$ cat src/rtl/ccg_vector_sequencer.sv
// Exhaustive vector sequencer for a CCG-family combinational netlist: drives each vector,
// waits a settle interval, streams {vector, response} over valid/ready. MISR under CCG_SEQ_MISR_EN.
module ccg_vector_sequencer #(
  parameter int          NIN           = 5,
  parameter int          NOUT          = 14,
  parameter int          SETTLE_CYCLES = 2,
  parameter logic [15:0] SIG_SEED      = 16'hFFFF
) (
  input  logic                 clk,
  input  logic                 rst,
  input  logic                 start,
  input  logic [NIN-1:0]       first_vec,
  input  logic [NIN-1:0]       last_vec,
  output logic [NIN-1:0]       dut_x,
  input  logic [NOUT-1:0]      dut_f,
  output logic                 rsp_valid,
  input  logic                 rsp_ready,
  output logic [NIN+NOUT-1:0]  rsp_data,
  output logic                 busy,
  output logic                 done,
  output logic [15:0]          signature,
  output logic [NIN:0]         vec_count
);

  typedef enum logic [2:0] {
    S_IDLE,
    S_DRIVE,
    S_SAMPLE,
    S_PUSH,
    S_DONE
  } state_t;

  // Out-of-range settle requests fall back to a single cycle.
  localparam int          SETTLE      = (SETTLE_CYCLES < 1 || SETTLE_CYCLES > 15) ? 1 : SETTLE_CYCLES;
  localparam logic [3:0]  SETTLE_LAST = 4'(SETTLE - 1);

  state_t         state, state_next;
  logic [3:0]     settle_cnt;
  logic [NIN-1:0] last_q;
  logic           at_last;

  assign at_last = (dut_x == last_q);
  assign done    = (state == S_DONE);

  always_ff @(posedge clk or posedge rst) begin
    if (rst) state <= S_IDLE;
    else     state <= state_next;
  end

  // NOTE: every always_comb output gets a default first so no path can infer a latch.
  always_comb begin
    state_next = state;
    case (state)
      S_IDLE:   if (start) state_next = S_DRIVE;
      S_DRIVE:  if (settle_cnt == SETTLE_LAST) state_next = S_SAMPLE;
      S_SAMPLE: state_next = S_PUSH;
      S_PUSH:   if (rsp_ready) state_next = at_last ? S_DONE : S_DRIVE;
      S_DONE:   state_next = S_IDLE;
      default:  state_next = S_IDLE;
    endcase
  end

  // NOTE: sequential state uses non-blocking assignments so all registers update from pre-edge values.
  always_ff @(posedge clk or posedge rst) begin
    if (rst) begin
      dut_x      <= '0;
      last_q     <= '0;
      rsp_valid  <= 1'b0;
      rsp_data   <= '0;
      busy       <= 1'b0;
      settle_cnt <= '0;
      vec_count  <= '0;
    end else begin
      case (state)
        S_IDLE: begin
          if (start) begin
            last_q     <= last_vec;
            dut_x      <= first_vec;
            vec_count  <= '0;
            busy       <= 1'b1;
            settle_cnt <= '0;
          end
        end
        S_DRIVE: begin
          settle_cnt <= (settle_cnt == SETTLE_LAST) ? 4'd0 : settle_cnt + 4'd1;
        end
        S_SAMPLE: begin
          rsp_data  <= {dut_x, dut_f};
          rsp_valid <= 1'b1;
        end
        S_PUSH: begin
          if (rsp_ready) begin
            rsp_valid <= 1'b0;
            vec_count <= vec_count + 1'b1;
            if (!at_last) dut_x <= dut_x + 1'b1;
          end
        end
        S_DONE: begin
          busy <= 1'b0;
        end
        default: ;
      endcase
    end
  end

`ifdef CCG_SEQ_MISR_EN
  logic [15:0] sig_q;
  logic [15:0] sig_next;

  always_comb begin
    sig_next = {sig_q[14:0], 1'b0} ^ (sig_q[15] ? 16'h1021 : 16'h0000) ^ 16'(dut_f);
  end

  always_ff @(posedge clk or posedge rst) begin
    if (rst)                            sig_q <= SIG_SEED;
    else if (state == S_IDLE && start)  sig_q <= SIG_SEED;
    else if (state == S_SAMPLE)         sig_q <= sig_next;
  end

  assign signature = sig_q;
`else
  assign signature = 16'h0000;
`endif

endmodule

$ cat config.mk
export PLATFORM = sky130hd
export DESIGN_NAME = ccg_vector_sequencer
export DESIGN_NICKNAME = d
export VERILOG_FILES = /design/src/rtl/ccg_vector_sequencer.sv
export SDC_FILE = /design/constraint.sdc
export NUM_CORES = 1
export LEC_CHECK = 0
export CAP_MARGIN = 0
export CORE_MARGIN = 4
export CORE_UTILIZATION = 45
export DETAILED_ROUTE_END_ITERATION = 6
export PLACE_DENSITY = 0.9
export RECOVER_POWER = 25
export SYNTH_ARGS = -nofsm -noshare
export SYNTH_HDL_FRONTEND = slang
export SYNTH_SLANG_ARGS = --single-unit
$ cat constraint.sdc
create_clock -name clk -period 1.99 [get_ports clk]
set_input_delay 0.199 -clock clk [delete_from_list [all_inputs] [get_ports clk]]
set_output_delay 0.199 -clock clk [all_outputs]
set_load 0.02 [all_outputs]
==> results.py, run 1 <==
metrics = {
    "outcome": {
        "status": "finished, final reports clean",
    },
    "setup_path": {
        "crit_type": "flop to flop",
        "cp_max_fo": 15,
        "critPathArrivalTime_ns": 1.96,
        "crit_path_end_kind": "flop",
        "start_kind": "flop",
        "cp.required_ns": 2.17,
    },
    "global_routing": {
        "grt_overflow": 0,
        "gr-usage-all-layers": 0.161,
        "grt_pass1_wl_mm": 7.80,
        "grt_pass1_vias": 1632,
        "antenna_found_initial": 0,
        "grt_max_degree": 45,
    },
    "floorplanning": {
        "placementRows": 25,
        "core_um2": 4720,
        "initial_core_util": 0.466,
        "io_pins": 77,
        "die_h_um": 77.9,
        "dieArea_um2": 6070,
        "die_w_um": 77.9,
    },
    "place": {
        "io_buffers": 60,
        "placedInstanceArea_um2": 2840,
        "dp.cells": 329,
        "gp_congestion": 0.796,
        "dp_hpwl_mm": 3.49,
    },
    "final_layout": {
        "drive_gt1_frac": 0.0852,
        "fin_util": 0.621,
        "nNetsFinal": 301,
        "diodes": 0,
        "post-route-cell-area_um2": 2930,
        "area_delta_synth_final_pct": 33.3,
        "final_cells": 337,
    },
    "synthesis": {
        "synthCells": 204,
        "yosys_register_bits": 44,
        "yosys_warnings": 0,
        "ys_types": 42,
        "ys_seq_area_frac": 0.501,
        "synth-main-ff-cell": "dfrtp_1",
        "synth_edf_count": 0,
        "async_flop_share": 1.00,
        "synth_area_um2": 2200,
        "syn_area_per_cell_um2": 10.8,
    },
    "timing": {
        "post-route-period-util": 0.894,
        "maxSlewHeadroom": 0.300,
        "rsz0062_at_grt": "false",
        "finalClockSkew_ns": 0.00863,
        "drv_slew": 0,
        "hold_viol": 0,
        "finalSetupViolCount": 0,
        "setup_tns_ns": 0,
        "tightest_slew_ns": 1.05,
        "fmax_ghz": 0.562,
        "min_period_ns": 1.78,
    },
    "route": {
        "wl_mm": 4.67,
        "drt-initial-drc-count": 123,
        "antenna_left": 0,
        "drtPass1Iterations": 4,
        "num_vias": 1646,
        "wl_per_cell_um": 13.9,
        "drcViolationCount": 0,
        "vias_per_cell": 4.88,
    },
    "clock_network": {
        "post-cts-setup-buffer-count": 0,
        "cts_root_buf": "clkbuf_8",
        "ctsHtreeMaxLevel": 2,
        "ctsLongestPathBuffers": 2,
        "path_clk_slew_ns": 0.09,
        "cts_tree": "built",
        "hold_buffers": 0,
        "clock_sinks": 44,
        "numCtsBuffers": 5,
        "insertion_delay_ns": 0.29,
    },
    "power_and_ir_drop": {
        "switching_power_mw": 1.86,
        "power.internal_mw": 2.70,
        "powerDensity_nw_per_um2": 1560,
        "pwr-share-seq": 0.363,
        "p_comb_frac": 0.511,
        "finalPower_mw": 4.56,
        "ir_drop_v": 0.000782,
        "clkPwrFrac": 0.126,
        "leakage_nw": 1.29,
        "switching_share": 0.408,
    },
    "job": {
        "maxCapViolCount": 0,
    },
    "worst_hold_path": {
        "hp-class": "primary input to flop",
    },
}
-- logic make-up after synthesis --
kind of cell / share of synthesized area
buffers and inverters: 0.0848
flip-flops: 0.501
XOR/XNOR: 0.0358
AO/OA/AOI/OAI: 0.108
other: 0.00170
AND/OR/NAND/NOR: 0.144
multiplexers: 0.102
adder cells (fa/ha/maj): 0.0228
-- what timing repair did --
item / 4_1_cts / 5_1_grt
gates resized for setup: 1 / 0
setup endpoints to repair: 1 / 0
endpoints found under the hold margin: 0 / 0
-- power groups by stage --
stage                     combinational [mW]  sequential (mW)  clock (mW)
final                                   2.33             1.66       0.574
after CTS                               2.36             1.66       0.593
after floorplan                         1.12             1.93           0
after global placement                  2.29             1.65           0
after global routing                    2.54             1.72       0.630
after detailed placement                2.35             1.67           0
-- sequential cells by signal (all words and copies together) (netlist names) --
name and cells:
settle_cnt 4, rsp_valid 1, vec_count 6, rsp_data 19, busy 1, last_q 5, dut_x 5, state 3
-- worst max-delay path, stage by stage (launching register included) --
cell	delay, ns
dfrtp_1	0.62
nor3_1	0.13
nor3_2	0.42
a21oi_2	0.16
mux2_1	0.33
-- path summary, 6_finish.rpt --
| kind | slack [ns] | to | startpoint | cells past startpoint |
|---|---|---|---|---|
| setup / recovery | 0.21 | dut_x[1] | state[0] | 4 |
| hold / removal | 0.44 | last_q[2] | last_vec[2] | 3 |
| setup reg to reg | 0.21 | dut_x[1] | state[0] | 4 |
| hold reg to reg | 0.49 | rsp_data[8] | rsp_data[8] | 1 |
| max in group asynchronous | 0.67 | state[0] | rst | 3 |
| min in group asynchronous | 0.67 | rsp_data[16] | rst | 3 |
-- Yosys cell counts, drive strengths merged (2+ instances only) --
cell type,number,area (µm²)
dfrtp,44,1100
inv,6,22.5
nor3b,2,15.0
a31oi,2,12.5
nor3,3,25.0
mux2,20,225
xnor2,2,17.5
and3,3,18.8
a211oi,4,35.0
a2bb2oi,3,26.3
nor2,9,38.8
a21oi,4,23.8
nand2,27,101
o21ai,12,60.1
a21o,4,30.0
nor4b,2,23.8
xor2,7,61.3
nand3b,2,15.0
nand3,6,30.0
buf,24,160
ha,4,50.1
-- cells in the final DEF, fill, tap and decap left out, types with 3 or more instances in the layout --
cell type        count
mux2_1              20
inv_1                5
buf_4                7
conb_1              16
xor2_1               7
ha_1                 4
dfrtp_1             44
a2bb2oi_1            3
o21ai_1              8
and3_1               3
nand2_1             27
nand3_1              6
a21oi_1              3
a21o_1               4
o21ai_0              4
nor2_1               7
clkdlybuf4s50_1     58
clkbuf_8             6
a211oi_1             3
-- area by class of cell --
cell class / count / area [µm²]
sequential: 44 / 1100
multi-input combinational: 144 / 973
timing repair buffer: 68 / 657
clock buffer: 7 / 86.3
tap: 67 / 83.8
fill: 410 / 1790
clock inverter: 1 / 7.51
inverter: 6 / 22.5
-- stage by stage --
step | worst slack [ns] | hold slack (ns)
after CTS | 0.223 | 0.366
after global placement | 0.180 | 0.462
after floorplan | 0.301 | 0.304
after detailed placement | 0.165 | 0.475
after global routing | 0.0799 | 0.453
final | 0.211 | 0.442
-- routing by layer --
metal  vias up  GRT usage  wire length (µm)  part of all wire
li1        804          -                 -                 -
met1       788      0.196              2030              0.43
met2        48      0.270              2280              0.49
met3         6     0.0452               301             0.064
met4         0     0.0629                65             0.014
met5         -          0                 0                 0
Power figures use the tool's default switching activity.
==> run 2: changes to the inputs <==
--- a/config.mk
+++ b/config.mk
@@ -8,6 +8,7 @@
 export CAP_MARGIN = 0
 export CORE_MARGIN = 4
 export CORE_UTILIZATION = 45
+export CTS_CLUSTER_SIZE = 10
 export DETAILED_ROUTE_END_ITERATION = 6
 export PLACE_DENSITY = 0.9
 export RECOVER_POWER = 25
==> results of run 2 <==
The final DEF is identical to that of run 1; final timing and power are the same.
==> run 3: changes to the inputs <==
--- a/config.mk
+++ b/config.mk
@@ -7,10 +7,10 @@
 export LEC_CHECK = 0
 export CAP_MARGIN = 0
 export CORE_MARGIN = 4
-export CORE_UTILIZATION = 45
-export CTS_CLUSTER_SIZE = 10
+export CORE_UTILIZATION = 40
+export CTS_CLUSTER_SIZE = 30
 export DETAILED_ROUTE_END_ITERATION = 6
-export PLACE_DENSITY = 0.9
+export PLACE_DENSITY = 0.82
 export RECOVER_POWER = 25
 export SYNTH_ARGS = -nofsm -noshare
 export SYNTH_HDL_FRONTEND = slang
==> results.py, run 3 (same netlist as run 1, synthesis figures left out) <==
metrics = {
    "outcome": {
        "status": "finished, final reports clean",
    },
    "floorplanning": {
        "dieArea_um2": 6750,
        "die_h_um": 82.2,
        "placementRows": 26,
        "die_w_um": 82.2,
        "io_pins": 77,
        "core_um2": 5200,
        "initial_core_util": 0.423,
    },
    "power_and_ir_drop": {
        "leakage_nw": 1.29,
        "finalPower_mw": 4.54,
        "ir_drop_v": 0.000679,
        "powerDensity_nw_per_um2": 1550,
    },
    "final_layout": {
        "diodes": 0,
        "reg_top3": "rsp_data x19, vec_count x6",
        "post-route-cell-area_um2": 2930,
        "nFillCells": 452,
        "area_delta_synth_final_pct": 33.3,
        "final_cell_mix": "58 x clkdlybuf4s50_1, 43 x dfrtp_1, 27 x nand2_1",
        "nNetsFinal": 302,
        "drive_gt1_frac": 0.0926,
        "largest_register_ffs": 19,
        "final_cells": 340,
        "layout_commonest_cell": "clkdlybuf4s50_1",
        "top_register": "rsp_data",
    },
    "clock_network": {
        "ctsLongestPathBuffers": 2,
        "ctsHtreeMaxLevel": 2,
        "cts_tree": "built",
        "cts_root_buf": "clkbuf_8",
        "numCtsBuffers": 5,
        "path_clk_slew_ns": 0.08,
        "insertion_delay_ns": 0.29,
        "clock_sinks": 44,
    },
    "place": {
        "dp_hpwl_mm": 3.49,
        "placedInstanceArea_um2": 2850,
        "gp_congestion": 0.754,
        "io_buffers": 60,
        "dp.cells": 333,
    },
    "timing": {
        "tightest_slew_ns": 1.07,
        "setup_tns_ns": 0,
        "post-route-period-util": 0.868,
        "maxSlewHeadroom": 0.287,
        "drv_slew": 0,
        "fmax_ghz": 0.579,
        "finalSetupViolCount": 0,
        "finalClockSkew_ns": 0.00483,
        "min_period_ns": 1.73,
        "hold_viol": 0,
        "rsz0062_at_grt": "false",
    },
    "route": {
        "drcViolationCount": 0,
        "drt-initial-drc-count": 58,
        "wl_mm": 4.69,
        "vias_per_cell": 4.94,
        "num_vias": 1679,
        "wl_per_cell_um": 13.8,
        "antenna_left": 0,
        "drtPass1Iterations": 4,
    },
    "setup_path": {
        "r2r_cells": 4,
        "cp.required_ns": 2.17,
        "r2r_start": "state[0]",
        "start_kind": "flop",
        "worst-r2r-setup-slack_ns": 0.26,
        "cp_max_fo": 15,
        "critPathArrivalTime_ns": 1.91,
        "r2r-end": "vec_count[5]",
        "crit_type": "flop to flop",
        "crit_path_end_kind": "flop",
    },
    "worst_hold_path": {
        "hp-class": "primary input to flop",
        "min_to": "last_q[0]",
        "min_from": "last_vec[0]",
        "holdPathStages": 3,
    },
    "global_routing": {
        "grt_max_degree": 45,
        "grt_pass1_vias": 1735,
        "gr-usage-all-layers": 0.152,
        "grt_pass1_wl_mm": 7.79,
        "antenna_found_initial": 0,
        "grt_overflow": 0,
    },
    "job": {
        "maxCapViolCount": 0,
    },
}
-- run 3: cell count changes in the layout (fill, tap and decap cells not counted) --
| cell | delta |
|---|---|
| dfrtp_2 | +1 |
| clkbuf_1 | -1 |
| clkbuf_8 | -1 |
| clkinv_2 | +1 |
| buf_4 | +1 |
| dfrtp_1 | -1 |
-- run 3: layout make-up --
class                   instances  area, µm²  share of cell area
flip-flops and latches         44       1100               0.376
multi-input cells             144        973               0.332
repair buffers                 69        664               0.227
well taps                      70       87.6              0.0299
clock buffers                   5       68.8              0.0235
inverters                       6       22.5             0.00768
clock inverters                 2       12.5             0.00427
-- run 3: where the power goes --
part	internal (mW)	total [mW]	switching, mW
clock	0.238	0.533	0.295
combinational	1.15	2.34	1.19
sequential	1.29	1.66	0.375
-- run 3: what timing repair did --
action                     in CTS  in global routing
setup endpoints to repair       1                  0
hold buffers                    0                  0
buffers inserted                0                  0
gates resized for setup         2                  0
-- run 3: how the worst max path moves through the flow --
stage	start	endpoint	slack [ns]
final	state[0]	vec_count[5]	0.26
after floorplan	dut_x[2]	dut_x[1]	0.30
after detailed placement	start	vec_count[5]	0.14
after CTS	state[0]	vec_count[5]	0.26
after global routing	state[0]	vec_count[5]	0.13
after global placement	start	vec_count[5]	0.18
-- run 3: metal layers --
metal / vias to the layer above / share of wire / global-route usage / routed length (µm)
li1: 805 / - / - / -
met1: 821 / 0.43 / 0.177 / 2000
met2: 49 / 0.50 / 0.262 / 2330
met3: 4 / 0.067 / 0.0488 / 314
met4: 0 / 0.010 / 0.0515 / 48
met5: - / 0 / 0 / 0
-- run 3: worst max-delay path, cell delays in order, from the launching register on --
cell	delay [ns]
dfrtp_1	0.54
or4b_1	0.64
a211oi_2	0.23
xnor2_1	0.16
nor2_2	0.04
-- run 3: through the flow --
step,util,setup WS [ns],hold slack [ns]
final,0.563,0.263,0.446
after global routing,0.563,0.126,0.462
after CTS,0.564,0.261,0.373
after detailed placement,0.548,0.139,0.473
after global placement,0.548,0.181,0.461
after floorplan,-,0.301,0.304
